## config.mk

```make
export PLATFORM = sky130hd
export DESIGN_NAME = tetris_move_sched
export DESIGN_NICKNAME = d
export VERILOG_FILES = /design/src/rtl/tetris_move_sched_pkg.sv /design/src/rtl/tetris_move_sched_gravity_timer.sv /design/src/rtl/tetris_move_sched.sv
export SDC_FILE = /design/constraint.sdc
export NUM_CORES = 1
export LEC_CHECK = 0
export BUFFER_PORTS_ARGS = -buffer_cell sky130_fd_sc_hd__buf_2
export CORE_ASPECT_RATIO = 0.9
export CORE_MARGIN = 2
export CORE_UTILIZATION = 50
export DETAILED_ROUTE_END_ITERATION = 7
export GPL_TIMING_DRIVEN = 0
export HOLD_SLACK_MARGIN = 0.12
export PLACE_DENSITY_LB_ADDON = 0.3
export SLEW_MARGIN = 0
export SYNTH_ARGS = -nofsm -noshare
export SYNTH_HDL_FRONTEND = slang
export SYNTH_SLANG_ARGS = --single-unit
```

## constraint.sdc

```tcl
create_clock -name clk -period 3.8 [get_ports clk]
set_input_delay 0.38 -clock clk [delete_from_list [all_inputs] [get_ports clk]]
set_output_delay 0.38 -clock clk [all_outputs]
set_load 0.03 [all_outputs]
```

## src/rtl/tetris_move_sched_pkg.sv

```systemverilog
// tetris_move_sched_pkg: move encoding shared with the game FSM and the scheduler state type
package tetris_move_sched_pkg;
  typedef enum logic [2:0] {
    MV_RIGHT = 3'd0,
    MV_LEFT  = 3'd1,
    MV_ROR   = 3'd2,
    MV_ROL   = 3'd3,
    MV_DOWN  = 3'd4,
    MV_NONE  = 3'd5
  } move_t;
  typedef enum logic [1:0] {S_IDLE, S_WAIT, S_ISSUE, S_BUSY} sched_state_t;
  localparam int N_REQ = 5;
  // pending vector is indexed by move code, so the lowest set bit wins
  function automatic move_t pick_move(input logic [N_REQ-1:0] pend);
    return pend[0] ? MV_RIGHT :
           pend[1] ? MV_LEFT  :
           pend[2] ? MV_ROR   :
           pend[3] ? MV_ROL   :
           pend[4] ? MV_DOWN  : MV_NONE;
  endfunction
endpackage

```

## src/rtl/tetris_move_sched_gravity_timer.sv

```systemverilog
// tetris_move_sched_gravity_timer: gravity counter with soft-drop period select and tick pulse
module tetris_move_sched_gravity_timer #(
  parameter int GRAVITY_TICKS = 12_500_000,
  parameter int FAST_TICKS    = 1_250_000,
  parameter int CNT_W         = 24
) (
  input  logic clk,
  input  logic rst,
  input  logic i_run,
  input  logic i_clr,
  input  logic i_fast,
  output logic o_wrap,
  output logic o_tick
);
  logic [CNT_W-1:0] r_cnt;
  logic [CNT_W-1:0] w_last;
  logic             r_tick;
  assign w_last = i_fast ? CNT_W'(FAST_TICKS - 1) : CNT_W'(GRAVITY_TICKS - 1);
  // >= lets a mid-count switch to the fast period wrap immediately
  assign o_wrap = i_run && (r_cnt >= w_last);
  assign o_tick = r_tick;
  always_ff @(posedge clk or posedge rst) begin
    if (rst) begin
      r_cnt  <= '0;
      r_tick <= 1'b0;
    end else if (i_clr) begin
      r_cnt  <= '0;
      r_tick <= 1'b0;
    end else begin
      r_tick <= o_wrap;
      if (i_run) r_cnt <= o_wrap ? '0 : r_cnt + CNT_W'(1);
    end
  end
endmodule

```

## src/rtl/tetris_move_sched.sv

```systemverilog
// tetris_move_sched: merges button edges and gravity into one move stream over valid/ready + done
module tetris_move_sched
  import tetris_move_sched_pkg::*;
#(
  parameter int GRAVITY_TICKS = 12_500_000,
  parameter int FAST_TICKS    = 1_250_000,
  parameter int CNT_W         = 24
) (
  input  logic       clk,
  input  logic       rst,
  input  logic       en,
  input  logic       right,
  input  logic       left,
  input  logic       rr,
  input  logic       rl,
  input  logic       soft_drop,
  input  logic       move_ready,
  input  logic       move_done,
  output logic       move_valid,
  output logic [2:0] move,
  output logic       busy,
  output logic       tick
);
  sched_state_t     r_state;
  move_t            r_move;
  logic             r_valid;
  logic             r_busy;
  logic [3:0]       r_hist;
  logic [N_REQ-1:0] r_pend;
  logic [3:0]       w_btn;
  logic [N_REQ-1:0] w_set;
  logic [N_REQ-1:0] w_clr;
  logic [N_REQ-1:0] w_pend_nxt;
  logic             w_wrap;
  logic             w_run;
  logic             w_stop;
  assign w_btn      = {rl, rr, left, right};
  assign w_set      = {w_wrap, w_btn & ~r_hist};
  assign w_clr      = (r_state == S_ISSUE && move_ready) ? N_REQ'(1) << r_move : '0;
  // clear before set: an edge arriving with the accept re-arms the request
  assign w_pend_nxt = (r_pend & ~w_clr) | w_set;
  assign w_run      = en && (r_state != S_IDLE);
  assign w_stop     = !en;
  assign move_valid = r_valid;
  assign move       = r_move;
  assign busy       = r_busy;
  tetris_move_sched_gravity_timer #(
    .GRAVITY_TICKS(GRAVITY_TICKS),
    .FAST_TICKS   (FAST_TICKS),
    .CNT_W        (CNT_W)
  ) u_gravity (
    .clk   (clk),
    .rst   (rst),
    .i_run (w_run),
    .i_clr (w_stop),
    .i_fast(soft_drop),
    .o_wrap(w_wrap),
    .o_tick(tick)
  );
  always_ff @(posedge clk or posedge rst) begin
    if (rst) begin
      r_state <= S_IDLE;
      r_move  <= MV_NONE;
      r_valid <= 1'b0;
      r_busy  <= 1'b0;
      r_pend  <= '0;
      r_hist  <= '0;
    end else begin
      r_hist <= w_btn;
      if (!en) begin
        r_state <= S_IDLE;
        r_move  <= MV_NONE;
        r_valid <= 1'b0;
        r_busy  <= 1'b0;
        r_pend  <= '0;
      end else begin
        r_pend <= w_pend_nxt;
        case (r_state)
          S_IDLE: r_state <= S_WAIT;
          S_WAIT: if (|r_pend) begin
            r_move  <= pick_move(r_pend);
            r_valid <= 1'b1;
            r_state <= S_ISSUE;
          end
          S_ISSUE: if (move_ready) begin
            r_move  <= MV_NONE;
            r_valid <= 1'b0;
            r_busy  <= 1'b1;
            r_state <= S_BUSY;
          end
          S_BUSY: if (move_done) begin
            r_busy  <= 1'b0;
            r_state <= S_WAIT;
          end
          default: r_state <= S_IDLE;
        endcase
      end
    end
  end
endmodule

```

* Yosys cells after proc, flatten, opt, wreduce, memory -nomap -nowiden
Index checks and enable logic that the tools add are counted.
** Cells by class
- Add/sub/neg operators :: 1
- $lt $le $gt $ge :: 1
- Equality and inequality tests :: 9
- Shift operators :: 1
- Mux-type cells :: 29
- Bitwise gates (word level) :: 5
- Reduce and logical (&&, ||, !) cells :: 9
** Operators with widths (count)
- 24-bit 2-to-1 mux :: 4
- 24-bit by 1-bit adder with 24-bit output (second input constant) :: 1
- 24-bit greater-or-equal comparator :: 1
- 3-bit 2-to-1 mux :: 7
- 5-bit 2-to-1 mux :: 2
- 3-bit inequality test (second input constant) :: 3
- 3-bit AND reduction :: 3
- 1-bit 2-to-1 mux :: 8
- 2-bit 2-to-1 mux :: 4
- 2-bit case mux with 4 select lines :: 1
- 3-bit by 1-bit inequality test with 1-bit output (second input constant) :: 2
- 3-bit case mux with 2 select lines :: 1
- 5-bit bitwise AND :: 1
- 5-bit NOT :: 1
- 5-bit OR :: 1
- 5-bit OR reduction :: 1
- 1-bit by 3-bit << shifter with 5-bit output (first input constant) :: 1
- 4-bit bitwise AND :: 1
- 2-bit == test (second input constant) :: 2
- 4-bit NOT :: 1
- 1-bit case mux with 2 select lines :: 2
- 1-bit logical AND :: 3
- 2-bit by 1-bit == test with 1-bit output (second input constant) :: 1
- 2-bit zero test :: 1
- other kinds (2) :: 2
** Storage, ports and cells
- Bits in registers :: 41
- Input bits :: 10
- Logic and storage cells :: 63

* Logic depth before layout (Yosys ltp)
- Depth after elaboration :: 8
- Depth in mapped cells :: 10

* By module
A second synthesis with hierarchy kept.
** Second synthesis, totals
- Cell total of the unflattened synthesis :: 279
- Area total of the unflattened synthesis :: 2565.0 um2
** By module, submodules not included
- tetris_move_sched_gravity_timer :: instances 1, cells each 199, area an instance 1749.2 um2, sequential area each 625.6 um2
- tetris_move_sched :: instances 1, cells each 80, area an instance 815.8 um2, sequential area each 402.9 um2

* Worst setup path after synthesis
OpenSTA, ideal clock, no wires.
- Kind :: register -> register
- From :: reg u_gravity.r_cnt[21]
- To :: reg u_gravity.r_cnt[21]
- Library setup time :: 0.124 ns
- Arrival :: 1.877 ns
- Data required time :: 3.676 ns
- Path slack :: 1.799 ns
- Stages on the path, launching flop included :: 10
- Path buffers :: 2
- Period minus slack after synthesis :: 2.001 ns
- Cell sequence :: dfrtp_1 ha_1 nand4b_1 o311ai_0 nor3_1 o21a_1 buf_2 buf_2 nand3_1 nand3_1
** Between the ends
- Cells in the longest elaborated chain, start to end :: 5
- Elaborated cells on any way between the ends :: 6
** RTL lines
- from (decl) :: line tetris_move_sched_gravity_timer.sv:15 : logic [CNT_W-1:0] r_cnt;
- from (signal assigned) :: line tetris_move_sched_gravity_timer.sv:31 : if (i_run) r_cnt <= o_wrap ? '0 : r_cnt + CNT_W'(1);
- 24-bit greater-or-equal comparator :: line tetris_move_sched_gravity_timer.sv:20 : assign o_wrap = i_run && (r_cnt >= w_last);
- 1-bit logical AND :: line tetris_move_sched_gravity_timer.sv:20
- 24-bit 2-to-1 mux (*) (2 in series) :: line tetris_move_sched_gravity_timer.sv:31
- 24-bit 2-to-1 mux (*) :: line tetris_move_sched_gravity_timer.sv:26 : end else if (i_clr) begin
Every way passes the cells marked *; elsewhere a longest branch is shown, timed or not. The select of a mux whose other input is x is not followed.
A chain may end at the register's enable or synchronous reset.

* Worst setup path in the final report
Same ends and word-level chain as after synthesis.

==> metrics.md <==
| Metric | Value |
|---|---|
| Post-synth net total | 299 |
| Die width | 77.6 um |
| Chip height | 70.3 um |
| P per Cell Area | 421 nW/um^2 |
| Hold Path Depth | 1 |
| Most frequent cells after synthesis | dfrtp_1 (39), nand2_1 (29), nand3_1 (27) |
| Router iterations before antenna repair | 4 |
| Initial antenna violation count | 0 |
| Int Power | 0.719 mW |
| Clock Pin Slew Worst Setup and Hold Paths | 80 ps |
| Sequential share of power | 46.0% |
| Largest net degree at the start of global routing | 42 |
| CTS tree | yes |
| Overflow after GRT | 0 |
| Critical path arrival | 2510 ps |
| FFs w/ async S/R, synth | 100% |
| MaxCap Viol Count | 0 |
| Placed insts | 351 |
| Status | completed |
| Post-CTS Setup Bufs | 0 |
| Overall power | 1.13 mW |
| DRC | 0 |
| R2R Setup Slk | 1470 ps |
| Worst setup SP type | flop |
| H-tree level count | 2 |
| Row count | 24 |
| Net Switching | 0.409 mW |
| # nets final | 321 |
| Peak Freq | 0.429 GHz |
| Final WL | 4910 um |
| RSZ-0062 raised after global routing | no |
| Critical Path, Cell by Cell | ha_1 > nand4b_1 > o311ai_0 > nor3_1 > o21a_1 > buf_2 > buf_2 > nand3_1 > nand3_1 |
| Yosys top cell by area | dfrtp_1 |
| Ranking of synthesized cells by area | dfrtp_1 (40%), ha_1 (9.2%), nand3_1 (5.5%) |
| Synth cell types | 46 |
| Hold crit path type | in2reg |
| CP Capture Type | flop |
| Cell with the largest stage delay on the worst path | o311ai_0 |
| Post-synthesis cell area | 2440 um^2 |
| Share of cells above drive strength 1 | 11.6% |
| Global-route wire length before repair | 8690 um |
| Synth top area share | 40.0% |
| Logic pwr share | 29.4% |
| Final hold vios | 0 |
| Clk_lat worst skew | 300 ps |
| Final TNS setup | 0 ps |
| Worst setup path category | reg2reg |
| Peak VDD IR | 209 uV |
| Syn. warnings | 0 |
| Syn Inst Count | 271 |
| Detail Placement HPWL | 3550 um |
| Gpl congestion | 0.941 |
| Tot GR Track Use | 20.4% |
| Clock sinks | 41 |
| CP required | 3980 ps |
| Max Slew Vio Count | 0 |
| Top_reg_cell synth | dfrtp_1 |
| IO buf count | 15 |
| LEAKAGE | 1.20 nW |
| Clock share of power | 24.6% |
| Via density | 5.58 |
| Die area | 5460 um^2 |
| FF-to-FF End | u_gravity.r_cnt[21]$_DFFE_PP0P_ |
| Reg-to-reg critical path startpoint | u_gravity.r_cnt[21]$_DFFE_PP0P_ |
| Clock buffer count from CTS | 5 |
| Detailed Route Iter0 Violations | 123 |
| Final std cells w/o fill | 359 |
| Headroom to the max-slew limit | 44.5% |
| Worst-path fanout max | 10 |
| Initial core utilization | 51.1% |
| # setup viols final | 0 |
| Drt wl/cell | 13.7 um |
| Critical Path Source | u_gravity.r_cnt[21]$_DFFE_PP0P_ |
| Clock buffer depth | 2 |
| Most frequent cell after synthesis | dfrtp_1 |
| #FFs+latches synth | 41 |
| Final worst-path cycle share | 61.4% |
| CP endpoint | u_gravity.r_cnt[21]$_DFFE_PP0P_ |
| Vias in the first global route | 1853 |
| Clock root buffer | clkbuf_8 |
| Post-CTS Resized | 0 |
| Core area | 4770 um^2 |
| Antenna Cells | 0 |
| I/O pins | 16 |
| Post-route antenna net violation count | 0 |
| Clock skew | 5.45 ps |
| Mapped Avg Cell Area | 9.00 um^2 |
| Worst slack, placed | 1270 ps |
| Hold_buf cts | 0 |
| Post-synth EDFFs | 0 |
| Sequential-to-total area share from yosys stat | 42.2% |
| Sw Share | 36.2% |
| Min-Delay Startpoint | rl |
| Post-layout minimum cycle time | 2330 ps |
| Vias | 2004 |
| Worst setup margin | 1470 ps |
| Area grow syn2layout | 9.79% |
| Hold slack | 196 ps |
| CP peak stage delay | 500 ps |
| Slew @ Worst Pin | 832 ps |
| R2r worst-path depth | 9 |
[kinds of logic (layout without fill, tap and decap cells)]
family                   count (synthesis)  count (layout)  synth area share, %
AND/OR/NAND/NOR                        118             118                 25.1
AO/OA/AOI/OAI                           60              60                 15.7
flip-flops                              41              41                 42.2
buffers and inverters                   25              48                 4.15
adder cells (fa/ha/maj)                 18              18                 9.23
multiplexers                             5               5                 2.15
XOR/XNOR                                 4               4                 1.44
[area by class of cell]
cell class / count / area (um^2)
repair buffers: 15 / 75.1
multi-input cells: 205 / 1310
fillers: 423 / 2100
clock inverters: 2 / 10.0
well taps: 65 / 81.3
clock buffers: 6 / 72.6
inverters: 16 / 60.1
flip-flops and latches: 41 / 1030
plain buffers: 9 / 41.3
[flip-flops by register name, summed over array words and instances, names as in the netlist]
name / count
move: 3
u_gravity.r_cnt: 24
u_gravity.o_tick: 1
busy: 1
r_pend: 5
r_state: 2
r_hist: 4
move_valid: 1
[power groups by stage]
| stage | clock, mW | combinational (mW) | sequential (mW) |
|---|---|---|---|
| 2_1_floorplan | 0 | 0.210 | 0.551 |
| 4_1_cts | 0.284 | 0.332 | 0.519 |
| 5_1_grt | 0.306 | 0.377 | 0.526 |
| 3_5_place_dp | 0 | 0.331 | 0.528 |
| 3_3_place_gp | 0 | 0.326 | 0.526 |
| 6_report | 0.277 | 0.332 | 0.519 |
[through the flow]
stage	area (um^2)	utilization, %
global placement	2600	54.4
floorplan	2440	-
finish	2680	56.1
detailed placement	2600	54.4
global route	2680	56.1
CTS	2680	56.1
[critical path, delay by kind of cell (launching register included)]
family	cells	cell delay, ps
AOI/OAI and AO/OA	2	620
and+or+nand+nor	4	460
DFF	1	440
buffers and inverters	2	400
adders and majority gates	1	290
[metal layers]
metal  global-route usage (%)  vias up  part of all wire [%]
met4                     6.35        0                  0.96
li1                         -     1022                     -
met5                        0        -                     0
met2                     29.8       35                    44
met1                     30.1      942                    52
met3                     4.78        5                   3.6
[how the worst min path moves through the flow]
stage                                        end  slack [ps]
after detailed placement     r_pend[0]$_DFF_PP0_         500
after global placement    move_valid$_DFFE_PP0P_         490
after global routing         r_hist[3]$_DFF_PP0_         180
after floorplan              r_hist[0]$_DFF_PP0_         410
final                        r_hist[3]$_DFF_PP0_         200
after CTS                    r_hist[3]$_DFF_PP0_         190
[placed cells by master (no fill, tap or decap), drive strengths merged, types with 3 or more instances in the layout]
cell    Yosys  routed
or3        11      11
a21o        3       3
mux2i       3       3
inv        16      16
nor2       18      18
nand4b      3       3
clkbuf      3       9
nor3        4       4
a21boi      4       4
nand4       5       5
ha         18      18
o41ai       3       3
o21a        3       3
nand2b      4       4
dfrtp      39      39
and3        4       4
nand3      28      28
buf         6      21
nand2      29      29
o21ai      21      21
a21oi       8       8
a31oi       5       5
a22o        3       3
nor2b       3       3
No activity file was read; power rests on OpenSTA's default activity.
